==> config.mk <==
export PLATFORM = sky130hd
export DESIGN_NAME = player_ctrl_grid
export DESIGN_NICKNAME = d
export VERILOG_FILES = /design/src/rtl/player_ctrl_grid_pkg.sv /design/src/rtl/player_ctrl_grid_anim_ctr.sv /design/src/rtl/player_ctrl_grid.sv
export SDC_FILE = /design/constraint.sdc
export NUM_CORES = 1
export LEC_CHECK = 0
export CORE_MARGIN = 10
export CORE_UTILIZATION = 49
export CTS_BUF_LIST = sky130_fd_sc_hd__clkbuf_8
export CTS_CLUSTER_DIAMETER = 200
export DETAILED_ROUTE_END_ITERATION = 6
export GPL_TIMING_DRIVEN = 1
export PLACE_DENSITY = 0.79
export SLEW_MARGIN = 20
export SYNTH_ARGS = -nofsm -noshare
export SYNTH_HDL_FRONTEND = slang
export SYNTH_SLANG_ARGS = --single-unit
export TNS_END_PERCENT = 10
==> constraint.sdc <==
create_clock -name clk -period 3.6 [get_ports clk]
set_clock_uncertainty 0.15 [all_clocks]
set_input_delay 0.9 -clock clk [delete_from_list [all_inputs] [get_ports clk]]
set_output_delay 0.9 -clock clk [all_outputs]
set_load 0.01 [all_outputs]
==> src/rtl/player_ctrl_grid_pkg.sv <==
// Shared definitions for the player controller: direction encodings, FSM state
// encodings, sprite indices and two small helper functions.
package player_ctrl_grid_pkg;

    // Direction encoding, shared by player_direction and sword_orientation.
    localparam logic [1:0] DIR_UP    = 2'b00;
    localparam logic [1:0] DIR_RIGHT = 2'b01;
    localparam logic [1:0] DIR_DOWN  = 2'b10;
    localparam logic [1:0] DIR_LEFT  = 2'b11;

    // FSM states.
    localparam logic [1:0] ST_IDLE     = 2'd0;
    localparam logic [1:0] ST_ATTACK   = 2'd1;
    localparam logic [1:0] ST_COOLDOWN = 2'd2;

    // Sprite indices.
    localparam logic [3:0] SPRITE_IDLE   = 4'd3;
    localparam logic [3:0] SPRITE_WALK   = 4'd2;
    localparam logic [3:0] SPRITE_ATTACK = 4'd4;

    // Button vector {right,left,down,up} to a direction, priority up > down > left > right.
    // With no button pressed the current direction is returned.
    function automatic logic [1:0] pick_dir(input logic [3:0] dirs, input logic [1:0] cur);
        if (dirs[0])      return DIR_UP;
        else if (dirs[1]) return DIR_DOWN;
        else if (dirs[2]) return DIR_LEFT;
        else if (dirs[3]) return DIR_RIGHT;
        else              return cur;
    endfunction

    // Inclusive range test on signed integers so a wrapped (oversized) target
    // coordinate is always reported as out of range.
    function automatic logic in_range(input int v, input int lo, input int hi);
        return (v >= lo) && (v <= hi);
    endfunction

endpackage

==> src/rtl/player_ctrl_grid_anim_ctr.sv <==
// player_anim_ctr: tick-enabled modulo-ANIM_PERIOD animation counter.
// Ports:
//   clk        in   clock
//   reset      in   synchronous, active-low reset (counter -> 0)
//   en         in   advance the counter by one this cycle
//   walk_next  out  1 when the counter value after this cycle is >= ANIM_TOGGLE;
//                   lets the parent register its sprite together with the counter
module player_anim_ctr #(
    parameter int ANIM_PERIOD = 21,
    parameter int ANIM_TOGGLE = 8
) (
    input  logic clk,
    input  logic reset,
    input  logic en,
    output logic walk_next
);

    localparam int CW = (ANIM_PERIOD > 1) ? $clog2(ANIM_PERIOD) : 1;
    localparam logic [CW-1:0] LAST = CW'(ANIM_PERIOD - 1);

    logic [CW-1:0] count_q, count_d;

    always_comb begin
        count_d = count_q;
        if (en) begin
            count_d = (count_q == LAST) ? '0 : count_q + CW'(1);
        end
    end

    assign walk_next = (32'(count_d) >= 32'(ANIM_TOGGLE));

    always_ff @(posedge clk) begin
        if (!reset) begin
            count_q <= '0;
        end else begin
            count_q <= count_d;
        end
    end

endmodule

==> src/rtl/player_ctrl_grid.sv <==
// player_ctrl_grid: player movement, facing, sword attack and sprite selection on a
// tile grid. All state advances on frame_tick; respawn overrides frame_tick.
// Optional feature macro: PLAYER_COOLDOWN_EN (adds the COOLDOWN state after ATTACK).
// Ports:
//   clk                in   clock
//   reset              in   synchronous, active-low reset
//   frame_tick         in   1-cycle strobe qualifying all state updates
//   respawn            in   1-cycle strobe, returns player to spawn tile
//   btn[4:0]           in   {attack,right,left,down,up}
//   player_x/_y        out  player tile
//   player_direction   out  00 up, 01 right, 10 down, 11 left
//   player_orientation out  last horizontal facing (01 right, 11 left)
//   player_sprite      out  sprite index
//   sword_x/_y         out  sword tile
//   sword_visible      out  sword drawn/active
//   sword_orientation  out  sword direction
//   attack_ready       out  1 while an attack request would be accepted
module player_ctrl_grid
    import player_ctrl_grid_pkg::*;
#(
    parameter int X_W            = 4,
    parameter int Y_W            = 4,
    parameter int X_MIN          = 0,
    parameter int X_MAX          = 15,
    parameter int Y_MIN          = 2,
    parameter int Y_MAX          = 11,
    parameter int START_X        = 1,
    parameter int START_Y        = 3,
    parameter int ATTACK_TICKS   = 5,
    parameter int COOLDOWN_TICKS = 3,
    parameter int ANIM_PERIOD    = 21,
    parameter int ANIM_TOGGLE    = 8
) (
    input  logic           clk,
    input  logic           reset,
    input  logic           frame_tick,
    input  logic           respawn,
    input  logic [4:0]     btn,
    output logic [X_W-1:0] player_x,
    output logic [Y_W-1:0] player_y,
    output logic [1:0]     player_direction,
    output logic [1:0]     player_orientation,
    output logic [3:0]     player_sprite,
    output logic [X_W-1:0] sword_x,
    output logic [Y_W-1:0] sword_y,
    output logic           sword_visible,
    output logic [1:0]     sword_orientation,
    output logic           attack_ready
);

    localparam int TICK_MAX = (ATTACK_TICKS > COOLDOWN_TICKS) ? ATTACK_TICKS : COOLDOWN_TICKS;
    localparam int TC_W     = $clog2(TICK_MAX + 1);
    localparam logic [TC_W-1:0] AT_LAST = TC_W'(ATTACK_TICKS - 1);
`ifdef PLAYER_COOLDOWN_EN
    localparam logic [TC_W-1:0] CD_LAST = TC_W'(COOLDOWN_TICKS - 1);
`endif
    localparam logic [X_W:0] ONE_X = {{X_W{1'b0}}, 1'b1};
    localparam logic [Y_W:0] ONE_Y = {{Y_W{1'b0}}, 1'b1};

    logic [1:0]      state_q, state_d;
    logic [X_W-1:0]  pos_x_q, pos_x_d;
    logic [Y_W-1:0]  pos_y_q, pos_y_d;
    logic [1:0]      dir_q, dir_d;
    logic [1:0]      ori_q, ori_d;
    logic [3:0]      sprite_q, sprite_d;
    logic [X_W-1:0]  sword_x_q, sword_x_d;
    logic [Y_W-1:0]  sword_y_q, sword_y_d;
    logic            sword_vis_q, sword_vis_d;
    logic [1:0]      sword_ori_q, sword_ori_d;
    logic            ready_q, ready_d;
    logic [TC_W-1:0] tick_q, tick_d, tick_inc;

    logic            any_dir;
    logic [1:0]      new_dir;
    logic [X_W:0]    tgt_x;
    logic [Y_W:0]    tgt_y;
    logic            tgt_ok;
    logic            take_step;
    logic            walk_next;

    assign any_dir  = |btn[3:0];
    assign new_dir  = pick_dir(btn[3:0], dir_q);
    assign tick_inc = (tick_q == {TC_W{1'b1}}) ? tick_q : tick_q + TC_W'(1);

    // Tile one step ahead in new_dir, one bit wider so 0-1 and MAX+1 land out of range.
    always_comb begin
        tgt_x = {1'b0, pos_x_q};
        tgt_y = {1'b0, pos_y_q};
        unique case (new_dir)
            DIR_UP:    tgt_y = {1'b0, pos_y_q} - ONE_Y;
            DIR_DOWN:  tgt_y = {1'b0, pos_y_q} + ONE_Y;
            DIR_LEFT:  tgt_x = {1'b0, pos_x_q} - ONE_X;
            DIR_RIGHT: tgt_x = {1'b0, pos_x_q} + ONE_X;
        endcase
    end

    assign tgt_ok = in_range(int'(tgt_x), X_MIN, X_MAX) && in_range(int'(tgt_y), Y_MIN, Y_MAX);

    player_anim_ctr #(
        .ANIM_PERIOD (ANIM_PERIOD),
        .ANIM_TOGGLE (ANIM_TOGGLE)
    ) u_anim (
        .clk       (clk),
        .reset     (reset),
        .en        (frame_tick & ~respawn),
        .walk_next (walk_next)
    );

    always_comb begin
        state_d     = state_q;
        pos_x_d     = pos_x_q;
        pos_y_d     = pos_y_q;
        dir_d       = dir_q;
        ori_d       = ori_q;
        sword_x_d   = sword_x_q;
        sword_y_d   = sword_y_q;
        sword_vis_d = sword_vis_q;
        sword_ori_d = sword_ori_q;
        tick_d      = tick_q;
        take_step   = 1'b0;

        if (frame_tick) begin
            case (state_q)
                ST_IDLE: begin
                    if (btn[4]) begin
                        // Facing updates first, the sword is placed in the new direction.
                        dir_d       = new_dir;
                        if (new_dir[0]) ori_d = new_dir;
                        sword_ori_d = new_dir;
                        if (tgt_ok) begin
                            sword_x_d   = tgt_x[X_W-1:0];
                            sword_y_d   = tgt_y[Y_W-1:0];
                            sword_vis_d = 1'b1;
                        end
                        state_d = ST_ATTACK;
                        tick_d  = '0;
                    end else begin
                        take_step = any_dir;
                    end
                end
                ST_ATTACK: begin
                    if (tick_q == AT_LAST) begin
                        sword_vis_d = 1'b0;
                        tick_d      = '0;
`ifdef PLAYER_COOLDOWN_EN
                        state_d     = ST_COOLDOWN;
`else
                        state_d     = ST_IDLE;
`endif
                    end else begin
                        tick_d = tick_inc;
                    end
                end
                ST_COOLDOWN: begin
`ifdef PLAYER_COOLDOWN_EN
                    take_step = any_dir;
                    if (tick_q == CD_LAST) begin
                        state_d = ST_IDLE;
                        tick_d  = '0;
                    end else begin
                        tick_d = tick_inc;
                    end
`else
                    state_d = ST_IDLE;
                    tick_d  = '0;
`endif
                end
                default: begin
                    state_d = ST_IDLE;
                    tick_d  = '0;
                end
            endcase

            if (take_step) begin
                dir_d = new_dir;
                if (new_dir[0]) ori_d = new_dir;
                if (tgt_ok) begin
                    pos_x_d = tgt_x[X_W-1:0];
                    pos_y_d = tgt_y[Y_W-1:0];
                end
            end
        end

        // Respawn overrides any tick update; direction and animation are kept.
        if (respawn) begin
            pos_x_d     = X_W'(START_X);
            pos_y_d     = Y_W'(START_Y);
            dir_d       = dir_q;
            ori_d       = ori_q;
            sword_x_d   = sword_x_q;
            sword_y_d   = sword_y_q;
            sword_ori_d = sword_ori_q;
            sword_vis_d = 1'b0;
            state_d     = ST_IDLE;
            tick_d      = '0;
        end

        ready_d  = (state_d == ST_IDLE);
        sprite_d = (state_d == ST_ATTACK) ? SPRITE_ATTACK :
                   (walk_next ? SPRITE_WALK : SPRITE_IDLE);
    end

    always_ff @(posedge clk) begin
        if (!reset) begin
            state_q     <= ST_IDLE;
            pos_x_q     <= X_W'(START_X);
            pos_y_q     <= Y_W'(START_Y);
            dir_q       <= DIR_RIGHT;
            ori_q       <= DIR_RIGHT;
            sprite_q    <= SPRITE_IDLE;
            sword_x_q   <= '0;
            sword_y_q   <= '0;
            sword_vis_q <= 1'b0;
            sword_ori_q <= DIR_RIGHT;
            ready_q     <= 1'b1;
            tick_q      <= '0;
        end else begin
            state_q     <= state_d;
            pos_x_q     <= pos_x_d;
            pos_y_q     <= pos_y_d;
            dir_q       <= dir_d;
            ori_q       <= ori_d;
            sprite_q    <= sprite_d;
            sword_x_q   <= sword_x_d;
            sword_y_q   <= sword_y_d;
            sword_vis_q <= sword_vis_d;
            sword_ori_q <= sword_ori_d;
            ready_q     <= ready_d;
            tick_q      <= tick_d;
        end
    end

    assign player_x           = pos_x_q;
    assign player_y           = pos_y_q;
    assign player_direction   = dir_q;
    assign player_orientation = ori_q;
    assign player_sprite      = sprite_q;
    assign sword_x            = sword_x_q;
    assign sword_y            = sword_y_q;
    assign sword_visible      = sword_vis_q;
    assign sword_orientation  = sword_ori_q;
    assign attack_ready       = ready_q;

endmodule

==> key figures, run 1 <==
Timing
  • Fmax: 0.288 GHz
  • Tcrit/Tclk final: 0.965
  • Worst hold slack: 0.300 ns
  • RSZ-0062 raised after global routing: no
  • Least-Margin Pin Slew: 0.736 ns
  • Final setup viols: 0
  • Final hold vios: 0
  • Period minus WS final: 3.47 ns
  • Rel. slew slack: 0.509
  • Fin. max-slew vios: 0

Pwr
  • Clock power frac: 0.348
  • VDD IR-drop max: 0.252 mV
  • Pint: 0.000757 W
  • Power Dens Cells: 366 nW/µm²
  • Seq pwr share: 0.404
  • Total net switching power: 0.000307 W
  • Design Power: 0.00106 W
  • P_leak: 1.17 nW
  • Logic gate share of total power: 0.248
  • Sw frac: 0.288

Global routing
  • Met2 Usage GRT: 0.247
  • Antenna violations before repair: 0
  • Vias in the first global route: 1856
  • Largest net degree at the start of global routing: 17
  • Met1 track demand over resource: 0.176
  • First-pass GRT wire length: 8970 µm
  • GRT Util Overall: 0.150
  • Global-route met3 utilization: 0.0473
  • Layer with the highest usage: met2
  • Overflow after GRT: 0

Logic synthesis
  • FFs w/ async S/R, synth: 0
  • Post-synth top cells: dfxtp_1, nor2_1, nand2_1, inv_1, mux2i_1
  • Syn Nets: 267
  • Sequential fraction of the synthesis area: 0.352
  • Cell Area, Synth: 2110 µm²
  • Most common cell in the netlist: dfxtp_1
  • Area leader, netlist: dfxtp_1
  • Mapped Cells: 245
  • EDFF count, synth: 0
  • Synth top area cells: dfxtp_1, ha_1, mux2i_1
  • Synth warn: 0
  • #FFs+latches synth: 37
  • Synth Flop Type: dfxtp_1
  • Syn avg cell area: 8.60 µm²
  • Top cell type's share of synthesized area: 0.352
  • Yosys cell types: 45

Place
  • Placed Cells: 340
  • Port Buf Inserts: 35
  • DPL Wire Length: 4000 µm
  • Gp weighted congestion: 0.900

Clock tree
  • CTS root buf: clkbuf_8
  • Num CTS Buffers: 5
  • Clock buffer depth: 2
  • Reg clk slew, reported paths: 0.08 ns
  • CTS sink cnt: 37
  • Number of H-tree levels: 2
  • CTS tree: yes
  • Worst-Skew Late Latency: 0.30 ns

Worst setup path
  • Maximum fanout along the worst path: 6
  • CP Capture Type: flop
  • Startpoint types: input port
  • Worst EP arrival: 3.50 ns
  • Worst EP required: 3.63 ns
  • Crit path kind: input port to flop

Floorplan
  • Starting Density: 0.516
  • Die H: 85.6 µm
  • I/O pins: 37
  • Die area: 7320 µm²
  • Die Wd: 85.6 µm
  • Row cnt: 23
  • Core ar.: 4090 µm²

Layout
  • Fillers: 321
  • Final core occ: 0.711
  • Final Non-Filler Cells: 353
  • Nets: 324
  • Fraction of layout cells with a size suffix above 1: 0.211
  • Area Overhead vs Synth: 37.9%
  • # diodes: 0

Hold path
  • Min-delay worst type: flop to flop

Status
  • Outcome: finished, final reports clean

Route
  • Routed vias: 2035
  • Remaining DRCs: 0
  • DR WL/cell: 16.8 µm
  • Vias per cell: 5.76
  • Iteration-0 DRC Markers: 236
  • DR pass1 iterations: 4
  • Drt total wl: 5920 µm
  • Residual antenna-violating net count after detailed routing: 0

Run
  • Max-cap violations: 0
## metrics by stage
stage | cell area [µm²] | setup WS [ns] | setup TNS (ns)
2_1_floorplan | 2110 | 0.0132 | 0
3_5_place_dp | 2640 | -0.352 | -4.91
5_1_grt | 2910 | 0.00227 | 0
4_1_cts | 2810 | 0.00480 | 0
3_3_place_gp | 2640 | -0.282 | -3.96
6_report | 2910 | 0.125 | 0
## cell type report
cell class | instances | area, µm² | area share
inverters | 12 | 45.0 | 0.0155
clock inverters | 3 | 42.5 | 0.0146
well taps | 50 | 62.6 | 0.0215
repair buffers | 61 | 581 | 0.200
multi-input cells | 185 | 1370 | 0.470
flip-flops and latches | 37 | 741 | 0.255
clock buffers | 5 | 68.8 | 0.0237
## sequential cells by signal, indices dropped and copies added (netlist names)
| name | cells |
|---|---|
| u_anim.count_q | 5 |
| player_x | 4 |
| player_y | 4 |
| sword_x | 4 |
| sword_y | 4 |
| player_sprite | 3 |
| tick_q | 3 |
| player_direction | 2 |
| player_orientation | 2 |
| state_q | 2 |
| sword_orientation | 2 |
| attack_ready | 1 |
| sword_visible | 1 |
## per-layer routing
layer	share of wire	routed length [µm]	up-vias
met4	0.024	142	0
met2	0.49	2900	81
met5	0	0	-
li1	-	-	988
met1	0.41	2430	951
met3	0.077	456	15
## layout by cell type, fill, tap and decap left out, types with 3 or more instances in the layout
master,netlist,layout
ha_1,11,10
nand2b_1,7,5
clkbuf_8,0,5
o211ai_1,4,4
a31oi_1,10,9
xnor2_1,5,5
o21ai_0,8,7
nor2_1,31,30
a211oi_2,2,4
a311oi_1,6,5
mux2i_1,12,11
nand2_1,27,26
a21oi_2,1,3
buf_4,1,24
clkdlybuf4s50_1,0,31
dfxtp_1,37,37
a22oi_1,5,5
nor3_1,7,7
a21oi_1,10,8
dlymetal6s2s_1,0,3
inv_1,12,13
xor2_1,4,4
## worst max-delay path, stage by stage
cell and delay (ns):
dlygate4sd2_1 0.26, nand2b_1 0.16, a21oi_2 0.19, nand2b_4 0.17, inv_1 0.05, fa_1 0.37
nand2b_1 0.17, a21oi_2 0.22, mux2i_2 0.14, xor2_1 0.18, buf_4 0.15, buf_4 0.13
buf_6 0.13, a311oi_1 0.22, a31oi_1 0.06
## path summary, 6_finish.rpt
path                                             from                    end  slack, ns  depth (start not counted)
worst max-delay path                           btn[3]            player_x[0]       0.13                         15
worst min-delay path            player_orientation[0]  player_orientation[0]       0.30                          1
worst max register to register    player_direction[0]             sword_x[2]       0.65                         14
worst min register to register  player_orientation[0]  player_orientation[0]       0.30                          1
## what timing repair did
action / CTS / global route
setup buffers: 1 / 3
pin swaps: 1 / 6
hold buffers: 0 / 0
setup endpoints to repair: 5 / 17
gates resized for setup: 7 / 16
gates cloned: 1 / 0
## kinds of logic (layout without fill, tap and decap cells)
kind of cell    Yosys count  count (layout)  synth area share
compound gates           58              58             0.202
xor+xnor                  9               9            0.0374
fa+ha+maj                13              13            0.0843
buf+inv                  23              81            0.0469
flops                    37              37             0.352
mux                      12              12            0.0570
other cells               1               1           0.00178
simple gates             92              92             0.219
## power by group through the flow
stage / Combinational [W] / Sequential, W / Clock (W)
3_3_place_gp: 0.000206 / 0.000437 / 0
6_report: 0.000264 / 0.000429 / 0.000370
5_1_grt: 0.000284 / 0.000431 / 0.000387
2_1_floorplan: 0.000129 / 0.000439 / 0
4_1_cts: 0.000236 / 0.000428 / 0.000369
3_5_place_dp: 0.000210 / 0.000438 / 0
Power figures use the tool's default switching activity.
==> run 2, diff against run 1 <==
--- a/config.mk
+++ b/config.mk
@@ -5,6 +5,7 @@
 export SDC_FILE = /design/constraint.sdc
 export NUM_CORES = 1
 export LEC_CHECK = 0
+export CAP_MARGIN = 0
 export CORE_MARGIN = 10
 export CORE_UTILIZATION = 49
 export CTS_BUF_LIST = sky130_fd_sc_hd__clkbuf_8
==> results of run 2 <==
No change in the layout: final DEF, timing and power equal those of run 1.
==> run 3, diff against run 2 <==
--- a/config.mk
+++ b/config.mk
@@ -7,14 +7,14 @@
 export LEC_CHECK = 0
 export CAP_MARGIN = 0
 export CORE_MARGIN = 10
-export CORE_UTILIZATION = 49
+export CORE_UTILIZATION = 50
 export CTS_BUF_LIST = sky130_fd_sc_hd__clkbuf_8
 export CTS_CLUSTER_DIAMETER = 200
 export DETAILED_ROUTE_END_ITERATION = 6
 export GPL_TIMING_DRIVEN = 1
-export PLACE_DENSITY = 0.79
+export PLACE_DENSITY = 0.77
+export RECOVER_POWER = 25
 export SLEW_MARGIN = 20
 export SYNTH_ARGS = -nofsm -noshare
 export SYNTH_HDL_FRONTEND = slang
 export SYNTH_SLANG_ARGS = --single-unit
-export TNS_END_PERCENT = 10
==> constraint.sdc (replaced) <==
create_clock -name clk -period 4 [get_ports clk]
set_clock_uncertainty 0.15 [all_clocks]
set_input_delay 1 -clock clk [delete_from_list [all_inputs] [get_ports clk]]
set_output_delay 1 -clock clk [all_outputs]
set_load 0.01 [all_outputs]
==> run 3 against run 2 <==
  * Cell area down 8.9%
  * Clock-buffer cell count did not move
  * Power down 23%
  * Die area fell by 1.5%
  * Largest power group unchanged
  * Sequential share of layout area increased by 2.5 points
  * Worst hold slack improved by 0.0055 ns
==> key figures, run 3 (synthesis gave the netlist of run 1 again) <==
Layout
  • Most frequent cells in the layout: dfxtp_1, nor2_1, nand2_1, clkdlybuf4s50_1
  • Largest register FFs: 5 (unchanged)
  • Nets: 311 (-4.0%)
  • Fraction of layout cells with a size suffix above 1: 0.121 (-0.0905)
  • Most common cell after layout, fill and taps aside: dfxtp_1
  • Final Non-Filler Cells: 340 (-3.7%)
  • # diodes: 0 (unchanged)
  • Reg with most FFs: u_anim.count_q
  • Fillers: 355 (+11%)
  • Design area: 2650 µm² (-8.9%)
  • Area Overhead vs Synth: 25.6%
  • Final core occ: 0.657 (-0.0541)

Worst setup path
  • Worst EP arrival: 3.84 ns (+0.34 ns)
  • Startpoint types: input port
  • Maximum fanout along the worst path: 12 (+6)
  • Buf/Inv on CP: 3 (-2)
  • Reg2reg start: player_direction[0]
  • CP top delay family: simple AND/OR/NAND/NOR gates
  • CP Capture Type: flop
  • CP Cell Sequence: clkdlybuf4s50_1 > nor3_2 > or3_1 > nand2_1 > inv_1 > fa_1 > buf_4 > xor2_1 > a41oi_2 > a21o_2 > and3_1 > a211oi_1
  • Crit path kind: input port to flop
  • Worst r2r dst: player_y[3]
  • Flop-to-flop setup slack: 1.05 ns (+0.40 ns)
  • CP max-delay cell: clkdlybuf4s50_1
  • Worst EP required: 4.06 ns (+0.43 ns)
  • FF-to-FF path depth: 11 (-3)
  • Largest stage delay on the critical path: 0.51 ns (+0.14 ns)

Status
  • Outcome: finished, final reports clean

Place
  • Gp weighted congestion: 0.822 (-8.7%)
  • Placed Cells: 332 (-2.4%)
  • Port Buf Inserts: 35 (unchanged)
  • Cell area after placement: 2560 µm² (-2.8%)
  • DPL Wire Length: 3830 µm (-4.2%)
  • Worst slack, placed: -0.0711 ns (+0.281 ns)

Clock tree
  • CTS tree: yes
  • Num CTS Buffers: 5 (unchanged)
  • Number of H-tree levels: 2 (unchanged)
  • CTS root buf: clkbuf_8
  • CTS sink cnt: 37 (unchanged)
  • Hold buffer count at CTS: 0 (unchanged)
  • Post_cts resized: 0 (-7)
  • Post-CTS Setup Bufs: 0 (-1)
  • Worst-Skew Late Latency: 0.29 ns (about the same)
  • Reg clk slew, reported paths: 0.07 ns (about the same)
  • Clock buffer depth: 2 (unchanged)

Hold path
  • WHS Endpoint: sword_y[3]
  • Worst hold start: sword_y[3]
  • Hold Path Cell Cnt: 2 (+1)
  • Min-delay worst type: flop to flop

Route
  • DR pass1 iterations: 4 (unchanged)
  • Vias per cell: 5.65 (-2.0%)
  • Remaining DRCs: 0 (unchanged)
  • Residual antenna-violating net count after detailed routing: 0 (unchanged)
  • Iteration-0 DRC Markers: 76 (-68%)
  • Routed vias: 1921 (-5.6%)
  • DR WL/cell: 15.3 µm (-8.6%)
  • Drt total wl: 5220 µm (-12%)

Timing
  • Final setup margin: 0.222 ns (+0.0965 ns)
  • Tcrit/Tclk final: 0.945
  • Final hold vios: 0 (unchanged)
  • Rel. slew slack: 0.628 (+0.119)
  • Least-Margin Pin Slew: 0.556 ns (-0.180 ns)
  • Final setup viols: 0 (unchanged)
  • RSZ-0062 raised after global routing: no
  • Fmax: 0.265 GHz
  • Period minus WS final: 3.78 ns
  • Fin. max-slew vios: 0 (unchanged)

Global routing
  • Vias in the first global route: 1932 (+4.1%)
  • Layer with the highest usage: met2
  • GRT Util Overall: 0.146 (-0.00347)
  • Overflow after GRT: 0 (unchanged)
  • First-pass GRT wire length: 9060 µm (+0.99%)
  • Antenna violations before repair: 0 (unchanged)
  • Met1 track demand over resource: 0.176 (about the same)
  • Global-route met3 utilization: 0.0497 (+0.00241)
  • Met2 Usage GRT: 0.237 (-0.00912)
  • Largest net degree at the start of global routing: 17 (unchanged)

Floorplan
  • Die Wd: 84.9 µm (-0.77%)
  • Starting Density: 0.523 (+0.00737)
  • I/O pins: 37 (unchanged)
  • Die H: 84.9 µm (-0.77%)
  • Core ar.: 4030 µm² (-1.4%)
  • Die area: 7210 µm² (-1.5%)
  • Row cnt: 23 (unchanged)

Pwr
  • Design Power: 0.000816 W (-23%)
  • Power Dens Cells: 308 nW/µm² (-16%)
  • P_leak: 1.05 nW (-10%)
  • VDD IR-drop max: 0.207 mV (-18%)

Run
  • Max-cap violations: 0 (unchanged)
==> run 3: how the worst max path moves through the flow <==
stage	slack, ns	from	cells past startpoint	end
CTS	0.24	btn[3]	12	player_y[3]
detailed placement	-0.07	btn[3]	12	player_y[3]
global placement	0.06	btn[3]	12	player_y[3]
floorplan	0.21	btn[0]	13	sword_visible
finish	0.22	btn[3]	12	player_y[3]
global route	0.006	btn[3]	13	sword_x[0]
==> run 3: power by group <==
part           internal (W)  switching (W)  total (W)
clock              0.000118       0.000135   0.000253
sequential         0.000377     0.00000836   0.000386
combinational     0.0000781      0.0000991   0.000177
total              0.000574       0.000242   0.000816
==> run 3: final cells by class <==
cell class	count	area, µm²	area share
sequential	37	741	0.280
timing repair buffer	48	448	0.169
inverter	12	45.0	0.0170
clock inverter	3	13.8	0.00520
clock buffer	5	68.8	0.0260
multi-input combinational	185	1270	0.479
tap	50	62.6	0.0236
==> run 3: metrics by stage <==
stage	TNS [ns]	hold WS, ns
global route	0	0.336
global placement	0	0.285
floorplan	0	0.316
finish	0	0.306
CTS	0	0.314
detailed placement	-0.126	0.301
==> run 3: worst register-to-register path, delay by kind of cell, from the launching register on <==
kind / cells / cell delay (ns)
compound gates: 3 / 0.74
xor+xnor: 1 / 0.22
fa+ha+maj: 1 / 0.38
buf+inv: 2 / 0.23
flops: 1 / 0.38
simple gates: 4 / 0.76
==> run 3: layer usage <==
| metal | share of wire | vias up |
|---|---|---|
| met5 | 0 | - |
| li1 | - | 956 |
| met1 | 0.44 | 911 |
| met3 | 0.067 | 5 |
| met4 | 0.010 | 0 |
| met2 | 0.48 | 49 |
